**src/rtl/lsu_pkg.sv**
```systemverilog
`default_nettype none
// ============================================================================
// Module : lsu_pkg
// Purpose: Shared definitions for the load/store unit: access-size codes,
//          FSM state encoding, and helpers for the lane mask and load
//          extension.
// Ports  : none (package)
// Rev    : 1.0  initial release
// ============================================================================
package lsu_pkg;

    localparam logic [1:0] SZ_B = 2'd0;
    localparam logic [1:0] SZ_H = 2'd1;
    localparam logic [1:0] SZ_W = 2'd2;
    localparam logic [1:0] SZ_D = 2'd3;

    typedef enum logic [2:0] {
        ST_IDLE = 3'd0,
        ST_B1   = 3'd1,
        ST_W1   = 3'd2,
        ST_B2   = 3'd3,
        ST_W2   = 3'd4,
        ST_RSP  = 3'd5,
        ST_EXC  = 3'd6
    } state_t;

    // Byte mask covering 2^size bytes, right-justified.
    function automatic logic [7:0] size_mask(input logic [1:0] size);
        case (size)
            SZ_B:    return 8'h01;
            SZ_H:    return 8'h03;
            SZ_W:    return 8'h0F;
            default: return 8'hFF;
        endcase
    endfunction

    // Sign- or zero-extend the low 2^size bytes of data to 64 bits.
    function automatic logic [63:0] extend(input logic [63:0] data,
                                           input logic [1:0]  size,
                                           input logic        is_unsigned);
        case (size)
            SZ_B:    return {{56{~is_unsigned & data[7]}},  data[7:0]};
            SZ_H:    return {{48{~is_unsigned & data[15]}}, data[15:0]};
            SZ_W:    return {{32{~is_unsigned & data[31]}}, data[31:0]};
            default: return data;
        endcase
    endfunction

endpackage
`default_nettype wire

```
**src/rtl/lsu_lane_align.sv**
```systemverilog
`default_nettype none
// ============================================================================
// Module : lsu_lane_align
// Purpose: Combinational lane steering for the LSU.
//   size/off/is_unsigned : latched access size, byte offset within the word,
//                          and zero-extend flag
//   wdata                : right-justified store data
//   beat1/beat2          : captured read data of the first and second beat
//   be1/be2              : byte enables for the first and second beat
//   wdata_rot            : store data rotated into its byte lanes
//   load_data            : realigned and extended load result
// Rev    : 1.0  initial release
// ============================================================================
module lsu_lane_align
    import lsu_pkg::*;
#(
    parameter int DATA_W = 32
) (
    input  logic [1:0]                   size,
    input  logic [$clog2(DATA_W/8)-1:0]  off,
    input  logic                         is_unsigned,
    input  logic [DATA_W-1:0]            wdata,
    input  logic [DATA_W-1:0]            beat1,
    input  logic [DATA_W-1:0]            beat2,
    output logic [DATA_W/8-1:0]          be1,
    output logic [DATA_W/8-1:0]          be2,
    output logic [DATA_W-1:0]            wdata_rot,
    output logic [DATA_W-1:0]            load_data
);
    localparam int L = DATA_W / 8;

    logic [L-1:0]   mask;
    logic [2*L-1:0] be_wide;

    always_comb begin
        mask    = L'(size_mask(size));
        // Lower half is the first beat's enables, upper half spills into
        // the next word, i.e. mask >> (L - off).
        be_wide = {{L{1'b0}}, mask} << off;
        be1     = L'(be_wide);
        be2     = L'(be_wide >> L);
        // Upper half of {x,x} << k is x rotated left by k.
        wdata_rot = DATA_W'(({wdata, wdata} << {off, 3'b000}) >> DATA_W);
        // Bytes in address order: beat-1 lanes off..L-1, then beat-2 lanes.
        load_data = DATA_W'(extend(64'(DATA_W'({beat2, beat1} >> {off, 3'b000})),
                                   size, is_unsigned));
    end

endmodule
`default_nettype wire

```
**src/rtl/lsu.sv**
```systemverilog
`default_nettype none
// ============================================================================
// Module : lsu
// Purpose: Load/store unit between the MEM stage and the data-memory bus.
//          Accepts one request at a time, issues one or two bus beats
//          (two only for boundary-crossing accesses when splitting is
//          enabled), and returns an extended load result or an exception.
//   clk, reset (async, active-low)
//   req_*  : request handshake and fields from the pipeline
//   bus_*  : beat handshake, lane-aligned address/enables/data, read return
//   rsp_*  : one-cycle completion pulse with load data and exception flag
// Rev    : 1.0  initial release
// ============================================================================
module lsu
    import lsu_pkg::*;
#(
    parameter int DATA_W           = 32,
    parameter int ADDR_W           = 32,
    parameter int SPLIT_MISALIGNED = 0
) (
    input  logic                  clk,
    input  logic                  reset,
    input  logic                  req_valid,
    output logic                  req_ready,
    input  logic                  req_we,
    input  logic [1:0]            req_size,
    input  logic                  req_unsigned,
    input  logic [ADDR_W-1:0]     req_addr,
    input  logic [DATA_W-1:0]     req_wdata,
    output logic                  bus_valid,
    input  logic                  bus_ready,
    output logic                  bus_we,
    output logic [ADDR_W-1:0]     bus_addr,
    output logic [DATA_W/8-1:0]   bus_be,
    output logic [DATA_W-1:0]     bus_wdata,
    input  logic                  bus_rvalid,
    input  logic [DATA_W-1:0]     bus_rdata,
    output logic                  rsp_valid,
    output logic [DATA_W-1:0]     rsp_rdata,
    output logic                  rsp_exc
);
    localparam int L    = DATA_W / 8;
    localparam int OFFW = $clog2(L);

    state_t              state, state_nxt;
    logic                lat_we, lat_unsigned;
    logic [1:0]          lat_size;
    logic [ADDR_W-1:0]   lat_addr;
    logic [DATA_W-1:0]   lat_wdata, beat1, beat2;

    logic [2:0]          align_mask;
    logic                misaligned, illegal, crosses;
    logic [OFFW-1:0]     off;
    logic [4:0]          span;
    logic [ADDR_W-1:0]   base_addr;
    logic [L-1:0]        be1, be2;
    logic [DATA_W-1:0]   wdata_rot, load_data;

    // Legality is judged on the incoming request so EXC can be entered
    // straight from IDLE.
    always_comb begin
        case (req_size)
            SZ_B:    align_mask = 3'd0;
            SZ_H:    align_mask = 3'd1;
            SZ_W:    align_mask = 3'd3;
            default: align_mask = 3'd7;
        endcase
        misaligned = |(req_addr[2:0] & align_mask);
        illegal    = ((req_size == SZ_D) && (DATA_W != 64)) ||
                     (misaligned && (SPLIT_MISALIGNED == 0));
    end

    assign off       = lat_addr[OFFW-1:0];
    assign span      = 5'(off) + (5'd1 << lat_size);
    assign crosses   = span > 5'(L);
    assign base_addr = {lat_addr[ADDR_W-1:OFFW], {OFFW{1'b0}}};

    lsu_lane_align #(.DATA_W(DATA_W)) u_align (
        .size        (lat_size),
        .off         (off),
        .is_unsigned (lat_unsigned),
        .wdata       (lat_wdata),
        .beat1       (beat1),
        .beat2       (beat2),
        .be1         (be1),
        .be2         (be2),
        .wdata_rot   (wdata_rot),
        .load_data   (load_data)
    );

    always_ff @(posedge clk or negedge reset) begin
        if (!reset) state <= ST_IDLE;
        else        state <= state_nxt;
    end

    always_ff @(posedge clk or negedge reset) begin
        if (!reset) begin
            lat_we       <= 1'b0;
            lat_unsigned <= 1'b0;
            lat_size     <= '0;
            lat_addr     <= '0;
            lat_wdata    <= '0;
            beat1        <= '0;
            beat2        <= '0;
        end else begin
            if (state == ST_IDLE && req_valid) begin
                lat_we       <= req_we;
                lat_unsigned <= req_unsigned;
                lat_size     <= req_size;
                lat_addr     <= req_addr;
                lat_wdata    <= req_wdata;
                beat1        <= '0;
                beat2        <= '0;
            end
            if (state == ST_W1 && bus_rvalid) beat1 <= bus_rdata;
            if (state == ST_W2 && bus_rvalid) beat2 <= bus_rdata;
        end
    end

    always_comb begin
        state_nxt = state;
        case (state)
            ST_IDLE: if (req_valid)  state_nxt = illegal ? ST_EXC : ST_B1;
            ST_B1:   if (bus_ready)  state_nxt = lat_we ? (crosses ? ST_B2 : ST_RSP) : ST_W1;
            ST_W1:   if (bus_rvalid) state_nxt = crosses ? ST_B2 : ST_RSP;
            ST_B2:   if (bus_ready)  state_nxt = lat_we ? ST_RSP : ST_W2;
            ST_W2:   if (bus_rvalid) state_nxt = ST_RSP;
            default: state_nxt = ST_IDLE;
        endcase
    end

    // Bus outputs are pure functions of registered state, so they hold
    // steady while a beat is stalled.
    always_comb begin
        req_ready = (state == ST_IDLE);
        bus_valid = 1'b0;
        bus_we    = 1'b0;
        bus_addr  = '0;
        bus_be    = '0;
        bus_wdata = '0;
        rsp_valid = 1'b0;
        rsp_exc   = 1'b0;
        rsp_rdata = '0;
        case (state)
            ST_B1: begin
                bus_valid = 1'b1;
                bus_we    = lat_we;
                bus_addr  = base_addr;
                bus_be    = be1;
                bus_wdata = lat_we ? wdata_rot : '0;
            end
            ST_B2: begin
                bus_valid = 1'b1;
                bus_we    = lat_we;
                bus_addr  = base_addr + ADDR_W'(L);
                bus_be    = be2;
                bus_wdata = lat_we ? wdata_rot : '0;
            end
            ST_RSP: begin
                rsp_valid = 1'b1;
                rsp_rdata = lat_we ? '0 : load_data;
            end
            ST_EXC: begin
                rsp_valid = 1'b1;
                rsp_exc   = 1'b1;
            end
            default: ;
        endcase
    end

endmodule
`default_nettype wire

```
**config.mk**
```make
export PLATFORM = sky130hd
export DESIGN_NAME = lsu
export DESIGN_NICKNAME = d
export VERILOG_FILES = /design/src/rtl/lsu_pkg.sv /design/src/rtl/lsu_lane_align.sv /design/src/rtl/lsu.sv
export SDC_FILE = /design/constraint.sdc
export NUM_CORES = 1
export LEC_CHECK = 0
export ABC_AREA = 0
export BUFFER_PORTS_ARGS = -buffer_cell sky130_fd_sc_hd__buf_2
export CORE_UTILIZATION = 58
export DETAILED_ROUTE_END_ITERATION = 12
export PLACE_DENSITY_LB_ADDON = 0.12
export SYNTH_ARGS = -nofsm -noshare
export SYNTH_HDL_FRONTEND = slang
export SYNTH_SLANG_ARGS = --single-unit
```
**constraint.sdc**
```tcl
create_clock -name clk -period 7.05 [get_ports clk]
set_input_delay 1.41 -clock clk [delete_from_list [all_inputs] [get_ports clk]]
set_output_delay 1.41 -clock clk [all_outputs]
set_load 0.01 [all_outputs]
```
==> impl_results.md <==
* Worst Skew at approximately 0.0079 ns
* Average size of a mapped cell at ~10 sq um
* Synthesized cell area at 0.008184 sq mm
* Largest delay share family, worst path: buffers and inverters
* Share of the synthesized area in the top cell type at between 30% and 40%
* Tcrit/Tclk final at just under 70%
* Port Buf Inserts at 207
* Top-count cell post-synth: nand2_1
* Most frequent cells after synthesis: 136 x nand2_1, 127 x dfrtp_1, 79 x o21ai_0
* LEAKAGE at approximately 4.5 nW
* Max Cap Violations at 0
* CTS tree: yes
* CP Class: flop to primary output
* Power Density at ~460 mW/mm^2
* # IOs at 210
* Worst-Skew Late Latency at just over 0.4 ns
* Slew Limit Fails at 0
* Worst path cell trace: buf_4, mux4_2, mux2i_1, or4_1, o21ai_0, buf_2
* Setup crit start kind: flop
* HPWL Detailed at between 10 and 15 mm
* Finished Core Util at ~71%
* Worst min path class: flop to flop
* Die width at 120.8 microns
* EDFF count, synth at 0
* Core Region at 0.01383 sq mm
* Slowest Stage Delay on Critical Path at around 0.8 ns
* Hold_buf cts at 0
* Resize count post-CTS at 0
* Warnings, synthesis at 0
* R2r startpoint: state[1]
* Worst Setup SP: lat_addr[0]
* Vias/cell at 6.045
* Drt initial violations at between 400 and 500
* H-tree depth at 4
* FMAX at approximately 210 MHz
* CP max stage cell: dfrtp_4
* Arr. time, crit path at approximately 3.4 ns
* Initial Util at between 50% and 60%
* Register Area at roughly 0.0032 sq mm
* First-pass GRT wire length at about 33 mm
* CTS Buffer Depth at 2
* Netlist cell types at 52
* Die ar. at approximately 0.015 sq mm
* RSZ-0062 raised after global routing: false
* Initial antenna violation count at 1
* R2r setup slk at approximately 4.1 ns
* WP buf/inv at 2
* CP Data Required Time at between 5 and 6 ns
* Async SR Flop Fraction at 100.0%
* Worst slew pin tran at between 1 and 1.5 ns
* Vias in the first global route at ~6500
* Clk sink count at 127
* Die Y at about 120 microns
* Antenna viol nets, final at 0
* Fill count at between 1000 and 1500
* Cells after synthesis at about 800
* Final hold viol count at 0
* Vias at ~7000
* Share of cells above drive strength 1 at 39.98%
* ANT cells at 0
* Root Driver: clkbuf_16
* Setup crit end kind: primary output
* Largest net degree at the start of global routing at 81
* Largest cells by area after synthesis: dfrtp_1 39%, mux4_2 17%, mux2_2 9.8%, nand2_1 6.2%, o21ai_0 4.8%
* # DRC at 0
* Critical path fanouts, max at 38
* Final Wtd Congestion at about 0.90
* Endpoints failing setup at 0
* Worst vdd ir at ~220 uV
* Total congestion overflow at 0
* Final setup TNS at 0 ns
* Clock slew at reported path FFs at 0.05 ns
* Minimum clock period at 4.824 ns
* Slew margin rel. at between 30% and 40%
* Area taken by multi-input logic gates at 0.004616 sq mm
* Synth Flop Type: dfrtp_1
* Number of synthesized register bits at approximately 130
* FP Rows at 43
* Post-Route WL at 20.24 mm
* Post-CTS Setup Bufs at 0
* Total CTS buffers at 17
* Nets at 1065
* Seq/Total Area, Yosys at 38.83%
* Routed len/inst at ~18 microns
* DRT Pass-1 Iters at 5
* Synthesis-to-finish area growth at 19.22%
* Hold Path Origin: beat2[22]
* Status: complete, no violations
* Gr usage total at between 20% and 30%
* Biggest area consumer among synthesized cells: dfrtp_1
-- sequential cells by signal, summed over array words and instances, names as in the netlist --
signal        count
lat_addr         32
lat_wdata        32
beat2            24
lat_size          2
beat1            32
state             3
lat_unsigned      1
lat_we            1
-- cell usage in the layout (no fill, tap or decap), types with 20 or more instances in the layout --
cell / count
a21oi_1: 29
mux2_2: 71
dfrtp_1: 125
nor2_1: 22
and3_1: 36
nand2_1: 135
mux4_2: 63
buf_2: 206
inv_1: 20
o21ai_0: 79
-- worst register-to-register path, stage by stage, from the launching register on --
cell	delay [ns]
dfrtp_1	0.81
nor3_1	0.21
nand2_4	0.62
buf_4	0.71
mux2_2	0.45
-- cell type report --
class | instances | share of cell area (%)
Clock buffer | 26 | 5.322
Sequential cell | 127 | 32.65
Clock inverter | 5 | 0.5386
Inverter | 20 | 0.7694
Timing Repair Buffer | 213 | 11.11
Multi-Input combinational cell | 577 | 47.31
Tap cell | 180 | 2.308
-- path summary, 6_finish.rpt --
| check | end | cells after the start |
|---|---|---|
| max in group asynchronous | lat_addr[0] | 2 |
| worst max register to register | lat_wdata[22] | 4 |
| worst min register to register | beat2[22] | 2 |
| worst max-delay path | rsp_rdata[31] | 6 |
| worst min-delay path | beat2[22] | 2 |
| min in group asynchronous | lat_addr[7] | 1 |
-- power by group --
part	switching, mW	leakage [nW]	internal [mW]	total [mW]
clock	0.298	0.282	0.537	0.836
sequential	0.588	1.59	1.10	1.68
combinational	0.819	2.59	1.12	1.93
-- routing by layer --
layer	track usage [%]	vias to the layer above	part of all wire, %
met3	5.283	40	7.0
met4	11.73	0	2.5
met2	46.52	295	49
li1	-	3219	-
met5	0	-	0
met1	38.35	3386	41
-- logic make-up (layout without fill, tap and decap cells) --
logic type | Yosys count | count (layout) | synth area share [%]
other | 1 | 2 | 0.04582
flip-flops | 127 | 127 | 38.83
buffers and inverters | 92 | 264 | 4.969
XOR/XNOR | 14 | 14 | 1.498
adder cells (fa/ha/maj) | 5 | 5 | 0.7339
AO/OA/AOI/OAI | 137 | 137 | 9.265
AND/OR/NAND/NOR | 280 | 280 | 16.94
multiplexers | 139 | 139 | 27.72
-- metrics by stage --
step | instances | total power, mW | hold WS, ns | setup WS (ns) | area, sq um
2_1_floorplan | 796 | 3.098 | 0.4899 | 3.606 | 8188
3_3_place_gp | 1117 | 3.507 | 0.5121 | 2.763 | 9185
5_1_grt | 1148 | 4.764 | 0.5364 | 1.939 | 9757
3_5_place_dp | 1117 | 3.614 | 0.5214 | 2.631 | 9185
4_1_cts | 1148 | 4.475 | 0.5275 | 2.173 | 9757
6_report | 1148 | 4.455 | 0.5249 | 2.226 | 9757
(Power assumes the default switching activity.)
